File: src/rtl/alu_issue_stage_pkg.sv
// Shared constants for the ALU and the RV32I decode/issue stage.
package alu_issue_stage_pkg;

  typedef enum logic [4:0] {
    ALU_ADD  = 5'd0,
    ALU_SUB  = 5'd1,
    ALU_AND  = 5'd2,
    ALU_OR   = 5'd3,
    ALU_XOR  = 5'd4,
    ALU_SLL  = 5'd5,
    ALU_SRL  = 5'd6,
    ALU_SRA  = 5'd7,
    ALU_SLT  = 5'd8,
    ALU_SLTU = 5'd9
  } alu_opc_e;

  localparam logic [6:0] OPC_OP     = 7'b0110011;
  localparam logic [6:0] OPC_OP_IMM = 7'b0010011;
  localparam logic [6:0] OPC_LUI    = 7'b0110111;
  localparam logic [6:0] OPC_AUIPC  = 7'b0010111;

  localparam logic [6:0] F7_BASE = 7'b0000000;
  localparam logic [6:0] F7_ALT  = 7'b0100000;

  typedef struct packed {
    alu_opc_e    opc;
    logic [31:0] a;
    logic [31:0] b;
    logic [4:0]  shft;
    logic [4:0]  rd;
    logic        uses_rs1;
    logic        uses_rs2;
    logic        illegal;
  } dec_t;

  function automatic logic [31:0] sext12(input logic [11:0] imm);
    return {{20{imm[11]}}, imm};
  endfunction

endpackage

File: src/rtl/alu_issue_stage_if.sv
// Instruction handshake, regfile read port, ALU drive and writeback strobe.
interface alu_issue_stage_if;
  logic [31:0] INST;
  logic [31:0] INST_PC;
  logic        INST_VLD;
  logic        INST_RDY;
  logic [4:0]  RS1_ADDR;
  logic [4:0]  RS2_ADDR;
  logic [31:0] RS1_DATA;
  logic [31:0] RS2_DATA;
  logic        ALU_EN;
  logic [31:0] ALU_A;
  logic [31:0] ALU_B;
  logic [4:0]  ALU_OPC;
  logic [4:0]  ALU_SHFT;
  logic        ALU_CIN;
  logic        WB_EN;
  logic [4:0]  WB_ADDR;
  logic        ILLEGAL;
  logic [31:0] ILL_INST;

  modport slave (
    input  INST, INST_PC, INST_VLD, RS1_DATA, RS2_DATA,
    output INST_RDY, RS1_ADDR, RS2_ADDR, ALU_EN, ALU_A, ALU_B, ALU_OPC,
           ALU_SHFT, ALU_CIN, WB_EN, WB_ADDR, ILLEGAL, ILL_INST
  );

  modport master (
    output INST, INST_PC, INST_VLD, RS1_DATA, RS2_DATA,
    input  INST_RDY, RS1_ADDR, RS2_ADDR, ALU_EN, ALU_A, ALU_B, ALU_OPC,
           ALU_SHFT, ALU_CIN, WB_EN, WB_ADDR, ILLEGAL, ILL_INST
  );
endinterface

File: src/rtl/alu_issue_stage_decode.sv
// Combinational RV32I decode for the ALU classes: OP, OP-IMM, LUI, AUIPC.
module rv32i_alu_decode
  import alu_issue_stage_pkg::*;
(
  input  logic [31:0] inst,
  input  logic [31:0] pc,
  input  logic [31:0] rs1_data,
  input  logic [31:0] rs2_data,
  output dec_t        dec
);

  logic [2:0] f3;
  logic [6:0] f7;

  assign f3 = inst[14:12];
  assign f7 = inst[31:25];

  // decode opcode/funct fields into ALU controls; illegal words claim no sources
  always_comb begin
    dec.opc      = ALU_ADD;
    dec.a        = rs1_data;
    dec.b        = sext12(inst[31:20]);
    dec.shft     = inst[24:20];
    dec.rd       = inst[11:7];
    dec.uses_rs1 = 1'b0;
    dec.uses_rs2 = 1'b0;
    dec.illegal  = 1'b0;
    case (inst[6:0])
      OPC_OP: begin
        dec.uses_rs1 = 1'b1;
        dec.uses_rs2 = 1'b1;
        dec.b        = rs2_data;
        dec.shft     = rs2_data[4:0];
        if (f7 == F7_BASE) begin
          case (f3)
            3'b000:  dec.opc = ALU_ADD;
            3'b001:  dec.opc = ALU_SLL;
            3'b010:  dec.opc = ALU_SLT;
            3'b011:  dec.opc = ALU_SLTU;
            3'b100:  dec.opc = ALU_XOR;
            3'b101:  dec.opc = ALU_SRL;
            3'b110:  dec.opc = ALU_OR;
            default: dec.opc = ALU_AND;
          endcase
        end else if (f7 == F7_ALT && f3 == 3'b000) begin
          dec.opc = ALU_SUB;
        end else if (f7 == F7_ALT && f3 == 3'b101) begin
          dec.opc = ALU_SRA;
        end else begin
          dec.illegal = 1'b1;
        end
      end
      OPC_OP_IMM: begin
        dec.uses_rs1 = 1'b1;
        case (f3)
          3'b000: dec.opc = ALU_ADD;
          3'b010: dec.opc = ALU_SLT;
          3'b011: dec.opc = ALU_SLTU;
          3'b100: dec.opc = ALU_XOR;
          3'b110: dec.opc = ALU_OR;
          3'b111: dec.opc = ALU_AND;
          3'b001: begin
            dec.opc = ALU_SLL;
            if (f7 != F7_BASE) dec.illegal = 1'b1;
          end
          default: begin
            if (f7 == F7_BASE)     dec.opc = ALU_SRL;
            else if (f7 == F7_ALT) dec.opc = ALU_SRA;
            else                   dec.illegal = 1'b1;
          end
        endcase
      end
      OPC_LUI: begin
        dec.a = 32'd0;
        dec.b = {inst[31:12], 12'd0};
      end
      OPC_AUIPC: begin
        dec.a = pc;
        dec.b = {inst[31:12], 12'd0};
      end
      default: dec.illegal = 1'b1;
    endcase
    if (dec.illegal) begin
      dec.uses_rs1 = 1'b0;
      dec.uses_rs2 = 1'b0;
    end
  end

endmodule

File: src/rtl/alu_issue_stage.sv
// Issue stage: decode, RAW hazard stall, stage-1 ALU operand regs, stage-2 writeback strobe.
module alu_issue_stage #(
  parameter bit REGFILE_WT = 1'b0
) (
  input logic               CLK,
  input logic               RST,
  alu_issue_stage_if.slave  bus
);
  import alu_issue_stage_pkg::*;

  dec_t        dec;
  logic [4:0]  rs1_addr, rs2_addr;
  logic        rs1_hit, rs2_hit, stall, accept, issue;

  logic        s1_vld_q, s1_vld_d;
  logic [4:0]  s1_rd_q, s1_rd_d;
  logic        s2_vld_q, s2_vld_d;
  logic [4:0]  s2_rd_q, s2_rd_d;
  alu_opc_e    opc_q, opc_d;
  logic [31:0] a_q, a_d, b_q, b_d;
  logic [4:0]  shft_q, shft_d;
  logic        ill_q, ill_d;
  logic [31:0] ill_inst_q, ill_inst_d;

  rv32i_alu_decode u_dec (
    .inst     (bus.INST),
    .pc       (bus.INST_PC),
    .rs1_data (bus.RS1_DATA),
    .rs2_data (bus.RS2_DATA),
    .dec      (dec)
  );

  assign rs1_addr     = bus.INST[19:15];
  assign rs2_addr     = bus.INST[24:20];
  assign bus.RS1_ADDR = rs1_addr;
  assign bus.RS2_ADDR = rs2_addr;

  // hazard compare against in-flight destinations; write-through regfile hides stage 2
  always_comb begin
    rs1_hit = (rs1_addr != 5'd0) &&
              ((s1_vld_q && s1_rd_q == rs1_addr) ||
               (!REGFILE_WT && s2_vld_q && s2_rd_q == rs1_addr));
    rs2_hit = (rs2_addr != 5'd0) &&
              ((s1_vld_q && s1_rd_q == rs2_addr) ||
               (!REGFILE_WT && s2_vld_q && s2_rd_q == rs2_addr));
    stall   = bus.INST_VLD && ((dec.uses_rs1 && rs1_hit) || (dec.uses_rs2 && rs2_hit));
    bus.INST_RDY = RST && !stall;
    accept  = bus.INST_VLD && bus.INST_RDY;
    issue   = accept && !dec.illegal;
  end

  // next state: operands load only on issue, stage 2 follows stage 1 every cycle
  always_comb begin
    s1_vld_d   = issue;
    s1_rd_d    = s1_rd_q;
    opc_d      = opc_q;
    a_d        = a_q;
    b_d        = b_q;
    shft_d     = shft_q;
    s2_vld_d   = s1_vld_q;
    s2_rd_d    = s1_rd_q;
    ill_d      = accept && dec.illegal;
    ill_inst_d = ill_inst_q;
    if (issue) begin
      s1_rd_d = dec.rd;
      opc_d   = dec.opc;
      a_d     = dec.a;
      b_d     = dec.b;
      shft_d  = dec.shft;
    end
    if (ill_d) ill_inst_d = bus.INST;
  end

  // pipeline registers with synchronous active-low reset
  always_ff @(posedge CLK) begin
    if (!RST) begin
      s1_vld_q   <= 1'b0;
      s1_rd_q    <= 5'd0;
      s2_vld_q   <= 1'b0;
      s2_rd_q    <= 5'd0;
      opc_q      <= ALU_ADD;
      a_q        <= 32'd0;
      b_q        <= 32'd0;
      shft_q     <= 5'd0;
      ill_q      <= 1'b0;
      ill_inst_q <= 32'd0;
    end else begin
      s1_vld_q   <= s1_vld_d;
      s1_rd_q    <= s1_rd_d;
      s2_vld_q   <= s2_vld_d;
      s2_rd_q    <= s2_rd_d;
      opc_q      <= opc_d;
      a_q        <= a_d;
      b_q        <= b_d;
      shft_q     <= shft_d;
      ill_q      <= ill_d;
      ill_inst_q <= ill_inst_d;
    end
  end

  assign bus.ALU_EN   = s1_vld_q;
  assign bus.ALU_A    = a_q;
  assign bus.ALU_B    = b_q;
  assign bus.ALU_OPC  = opc_q;
  assign bus.ALU_SHFT = shft_q;
  assign bus.ALU_CIN  = 1'b0;
  assign bus.WB_EN    = s2_vld_q;
  assign bus.WB_ADDR  = s2_rd_q;
  assign bus.ILLEGAL  = ill_q;
  assign bus.ILL_INST = ill_inst_q;

endmodule

File: src/flat_wrapper.sv
// flat-port wrapper written by rule: the top's interface ports become plain ports
module alu_issue_stage_flat import alu_issue_stage_pkg::*;
#(
  parameter bit REGFILE_WT = 1'b0
)
  (CLK, RST, bus_INST, bus_INST_PC, bus_INST_VLD, bus_RS1_DATA, bus_RS2_DATA, bus_INST_RDY, bus_RS1_ADDR, bus_RS2_ADDR, bus_ALU_EN, bus_ALU_A, bus_ALU_B, bus_ALU_OPC, bus_ALU_SHFT, bus_ALU_CIN, bus_WB_EN, bus_WB_ADDR, bus_ILLEGAL, bus_ILL_INST);
  alu_issue_stage_if bus_i ();
  input logic CLK;
  input logic RST;
  input wire logic [$bits(bus_i.INST)-1:0] bus_INST;
  input wire logic [$bits(bus_i.INST_PC)-1:0] bus_INST_PC;
  input wire logic [$bits(bus_i.INST_VLD)-1:0] bus_INST_VLD;
  input wire logic [$bits(bus_i.RS1_DATA)-1:0] bus_RS1_DATA;
  input wire logic [$bits(bus_i.RS2_DATA)-1:0] bus_RS2_DATA;
  output wire logic [$bits(bus_i.INST_RDY)-1:0] bus_INST_RDY;
  output wire logic [$bits(bus_i.RS1_ADDR)-1:0] bus_RS1_ADDR;
  output wire logic [$bits(bus_i.RS2_ADDR)-1:0] bus_RS2_ADDR;
  output wire logic [$bits(bus_i.ALU_EN)-1:0] bus_ALU_EN;
  output wire logic [$bits(bus_i.ALU_A)-1:0] bus_ALU_A;
  output wire logic [$bits(bus_i.ALU_B)-1:0] bus_ALU_B;
  output wire logic [$bits(bus_i.ALU_OPC)-1:0] bus_ALU_OPC;
  output wire logic [$bits(bus_i.ALU_SHFT)-1:0] bus_ALU_SHFT;
  output wire logic [$bits(bus_i.ALU_CIN)-1:0] bus_ALU_CIN;
  output wire logic [$bits(bus_i.WB_EN)-1:0] bus_WB_EN;
  output wire logic [$bits(bus_i.WB_ADDR)-1:0] bus_WB_ADDR;
  output wire logic [$bits(bus_i.ILLEGAL)-1:0] bus_ILLEGAL;
  output wire logic [$bits(bus_i.ILL_INST)-1:0] bus_ILL_INST;
  assign bus_i.INST = bus_INST;
  assign bus_i.INST_PC = bus_INST_PC;
  assign bus_i.INST_VLD = bus_INST_VLD;
  assign bus_i.RS1_DATA = bus_RS1_DATA;
  assign bus_i.RS2_DATA = bus_RS2_DATA;
  assign bus_INST_RDY = bus_i.INST_RDY;
  assign bus_RS1_ADDR = bus_i.RS1_ADDR;
  assign bus_RS2_ADDR = bus_i.RS2_ADDR;
  assign bus_ALU_EN = bus_i.ALU_EN;
  assign bus_ALU_A = bus_i.ALU_A;
  assign bus_ALU_B = bus_i.ALU_B;
  assign bus_ALU_OPC = bus_i.ALU_OPC;
  assign bus_ALU_SHFT = bus_i.ALU_SHFT;
  assign bus_ALU_CIN = bus_i.ALU_CIN;
  assign bus_WB_EN = bus_i.WB_EN;
  assign bus_WB_ADDR = bus_i.WB_ADDR;
  assign bus_ILLEGAL = bus_i.ILLEGAL;
  assign bus_ILL_INST = bus_i.ILL_INST;
  alu_issue_stage #(.REGFILE_WT(REGFILE_WT)) u_core (.CLK(CLK), .RST(RST), .bus(bus_i));
endmodule
File: config.mk
export PLATFORM = sky130hd
export DESIGN_NAME = alu_issue_stage_flat
export DESIGN_NICKNAME = d
export VERILOG_FILES = /design/src/rtl/alu_issue_stage_pkg.sv /design/src/rtl/alu_issue_stage_if.sv /design/src/rtl/alu_issue_stage_decode.sv /design/src/rtl/alu_issue_stage.sv /design/src/flat_wrapper.sv
export SDC_FILE = /design/constraint.sdc
export NUM_CORES = 1
export LEC_CHECK = 0
export ABC_CLOCK_PERIOD_IN_PS = 4530
export CORE_MARGIN = 1
export CORE_UTILIZATION = 47
export DETAILED_ROUTE_END_ITERATION = 8
export PLACE_DENSITY_LB_ADDON = 0.3
export SYNTH_ARGS = -nofsm -noshare
export SYNTH_HDL_FRONTEND = slang
export SYNTH_HIERARCHICAL = 1
export SYNTH_SLANG_ARGS = --single-unit
File: constraint.sdc
create_clock -name CLK -period 4.53 [get_ports CLK]
set_input_delay 0.453 -clock CLK [delete_from_list [all_inputs] [get_ports CLK]]
set_output_delay 0.453 -clock CLK [all_outputs]
set_load 0.01 [all_outputs]
# == Word level (Yosys, flattened, before mapping) ==
# Index checks and enable logic that the tools add are counted.
# totals
romBits,0
ff_bits,119
mem_count,0
latchBits,0
input_bits,131
output_inout_bits,126
mem_bits_rw,0
# classes
shifts,0
n_reduce_logical,28
multipliers,0
div_mod_pow,0
n_eq_ne,16
magnitude_cmp,0
bitwise,0
addsub,0
muxes,22
# op_table
op,count
32-bit case mux with 2 select lines,2
5-bit case mux with 7 select lines,1
4-bit case mux with 7 select lines,1
"7-bit by 6-bit equality test with 1-bit output, second input constant",3
5-bit equality test,4
5-bit two-way mux,4
1-bit logical AND,15
"7-bit by 5-bit equality test with 1-bit output, second input constant",2
"3-bit equality test, second input constant",4
5-bit case mux with 2 select lines,1
5-bit nonzero test,2
1-bit two-way mux,8
7-bit logical NOT,1
7-bit nonzero test,1
"3-bit by 2-bit equality test with 1-bit output, second input constant",2
3-bit two-way mux,2
6-bit OR reduction,1
2-bit OR reduction,2
"3-bit by 1-bit equality test with 1-bit output, second input constant",1
3-bit logical NOT,1
1-bit logical OR,3
1-bit case mux with 3 select lines,1
1-bit logical NOT,2
2-bit two-way mux,1
1-bit case mux with 2 select lines,1

# == Longest topological paths before layout ==
# logic_depth
depth_word,14
ltp_mapped,13
depth_no_buf,8

# == Cells and area by module ==
# The synthesis kept the hierarchy.
# by_module_without_submodules
module,n_inst,cells_per_inst,area_each_um2
alu_issue_stage,1,551,4988.5
rv32i_alu_decode,1,198,1154.9

# == Worst setup path after synthesis ==
# OpenSTA, ideal clock, no wires.
# synth_path
kind,input -> output
from,in bus_INST[26]
to,out bus_INST_RDY
path_slack_ps,1649
cell_stages,7
arrival_time_ps,2428
path_buffers,0
path_cell_list,or4_4 or4_1 a31o_1 a211oi_2 o21a_1 a22o_1 a21boi_0
# synth_rtl
element,line,source
from (decl),flat_wrapper.sv:10,input wire logic [$bits(bus_i.INST)-1:0] bus_INST;
to (decl),flat_wrapper.sv:15,output wire logic [$bits(bus_i.INST_RDY)-1:0] bus_INST_RDY;

==> reports/metrics.cfg <==
[outcome]
outcome=completed

[timing]
fin_setup_tns_ns=0
maxSlewViolCount=0
post-route-period-util_pct=91.54
maxSlewHeadroom_pct=19.79
fmax_mhz=241.1
hold_violations=0
skew_ns=0.009411
tightest_slew_ns=1.203
finalWorstSetupSlack_ns=0.3832
rsz0062_at_grt=false
final-setup-viol-count=0
min_period_ns=4.147

[worst_hold_path]
hp-start=u_core/bus.ALU_A[23]
hold_path.class=reg2reg

[drt]
first_pass_iters=6
vias=5939
drc=0
wl_mm=18.93
via_per_inst=5.155
wl_per_cell_um=16.43
antenna_left=0
first_iter_violations=486

[clock_network]
clock_sinks=119
h-tree-depth=4
insertion_delay_ns=0.41
numCtsBuffers=17
post_cts_buffers=0
cts-root-buf=clkbuf_16
clock_path_buffers=2
cts_hold_buf=0
cts-resized-gates=0
clk_transition_reported_paths_ns=0.05
cts_tree=done

[die]
core_um2=12670
num_rows=41
die_x_um=116.3
dieArea_um2=13530
die_y_um=116.3
start_util_pct=48.48
io_pins=257

[critical_path]
crit_buf_inv=2
worstSetupStartpoint=bus_INST[26]
cp-start-kind=primary input
critical-path-max-stage-delay_ns=0.61
crit_type=in2out
crit_path_end_kind=output pin
r2r_start=u_core/bus.WB_ADDR[4]
crit_slowest_cell=or4_4
crit_top_cell=clkdlybuf4s50_1
path_delay_family=compound AO/OA/AOI/OAI gates
critical_path_required_ns=4.08
critPathMaxFanout=5
cp_cell_sequence=clkdlybuf4s50_1 -> or4_4 -> or4_1 -> a31o_1 -> a211oi_2 -> o21a_1 -> a22o_1 -> a21boi_0 -> clkdlybuf4s50_1
crit_arrival_ns=3.69

[job]
cap_violations=0

[placed_design]
dp_slack_ns=0.4160
place_congestion=0.7930
portBuffers=255
place_area_um2=8642
place_hpwl_mm=13.16

[yosys]
yosysWarnings=6
synth_edf_count=0
syn_nets=880
yosysTopAreaCell=dfxtp_1
synthFlopType=dfxtp_1
synth.most_common_cell=nand2_1
synth_top_area_share_pct=38.78
async_flop_share_pct=0
ys_seq_elements=119
yosys-top-cells-area=dfxtp_1, mux2i_1, nand2_1, a221o_1, buf_4
synth_cell_type_count=49
synth_common_cells=nand2_1, dfxtp_1, mux2i_1
syn_area_um2=6143
synth.avg_cell_area_um2=8.202
syn_inst=749
synth_seq_area_share_pct=38.78

[finish]
fill_cells=1012
design_area_um2=9261
syn2layout_area_growth_pct=50.75
num-nets-final=1098
n_antenna_cell=0
drive_gt1_share_pct=6.633

[pwr]
pwr-share-clk_pct=48.5
total_power_mw=2.862
switching_share_pct=22.40
power_density_nw_per_um2=309.0
ir_worst_vdd_mv=0.2028
switching_power_uw=641.0
leakage_nw=3.573
intPower_mw=2.221
power_frac_comb_pct=13.6
power_frac_seq_pct=37.9

[global_routing]
grtUsageTotal_pct=27.30
grt_overflow=0
antenna_found_initial=0
grt_max_degree=115
grt_pass1_vias=5424
grt_pass1_wl_mm=27.86

## sequential cells by signal, summed over array words and instances (netlist names)
register             flops
u_core/bus.WB_ADDR       5
u_core/bus.ALU_A        32
u_core/bus.ILL_INST     32
u_core/bus.ALU_OPC       5
u_core/bus.WB_EN         1
u_core/bus.ALU_B        32
u_core/s1_rd_q           5
u_core/bus.ILLEGAL       1
u_core/bus.ALU_SHFT      5
u_core/bus.ALU_EN        1
## power groups by stage
stage	clock [mW]	combinational (mW)	sequential, mW
floorplan	0	0.162	1.12
global placement	0	0.382	1.10
detailed placement	0	0.386	1.11
CTS	1.41	0.389	1.08
global route	1.46	0.418	1.09
finish	1.39	0.390	1.08
## tightest hold or removal path, cell delays in order (launching register included)
cell	delay [ns]
dfxtp_1	0.31
nand2_1	0.05
mux2i_1	0.05
## through the flow
stage / std cells / util [%] / hold slack, ns
floorplan: 749 / - / 0.4660
global placement: 1120 / 68.20 / 0.4408
detailed placement: 1120 / 68.20 / 0.4463
CTS: 1152 / 73.09 / 0.4570
global route: 1152 / 73.09 / 0.4665
finish: 1152 / 73.09 / 0.4556
## routing by layer
metal	track usage (%)	wire length, um
met3	7.369	1355
met4	12.56	400
met5	0	0
met2	45.25	9326
met1	32.96	7843
## final timing paths
kind,end,slack [ns],cells after the start
max,bus_INST_RDY,0.38,9
max reg2reg,u_core/bus.ILL_INST[14],1.88,6
min reg2reg,u_core/bus.ALU_A[23],0.46,2
min,u_core/bus.ALU_A[23],0.46,2
## cell type report
type                       count  area [um^2]  share of cell area (%)
multi-input combinational    548         3317                   35.81
timing repair buffer         272         2694                   29.09
sequential                   119         2382                   25.72
clock buffer                  24        501.7                   5.417
tap                          172        215.2                   2.324
clock inverter                 8        117.6                   1.270
inverter                       9        33.78                  0.3648
## cell usage in the layout, fill, tap and decap left out, types with 2 or more instances in the layout
cell             instances
conb_1                   2
buf_4                   16
nand4_1                  6
or4_1                    3
dfxtp_1                119
nor2_1                   4
o22ai_1                  2
clkbuf_1                 2
clkdlybuf4s50_1        254
bufinv_16                3
clkbuf_16               17
mux2_2                   6
and2_1                   2
o21ai_0                 35
a221oi_4                 2
nand2_1                295
clkinv_2                 4
clkbuf_8                 5
xnor2_1                 20
o21a_1                   2
a221o_1                 18
inv_1                    8
a22o_1                  11
mux2i_1                111
nor3_1                   5
## cells by family after synthesis
logic type	after synthesis	share of synthesized area (%)
AOI/OAI and AO/OA	83	10.35
xor gates and xnor gates	21	2.994
buffers and inverters	82	7.454
DFF	119	38.78
muxes	117	19.19
other	2	0.1222
and+or+nand+nor	325	21.12
(Power assumes the default switching activity.)
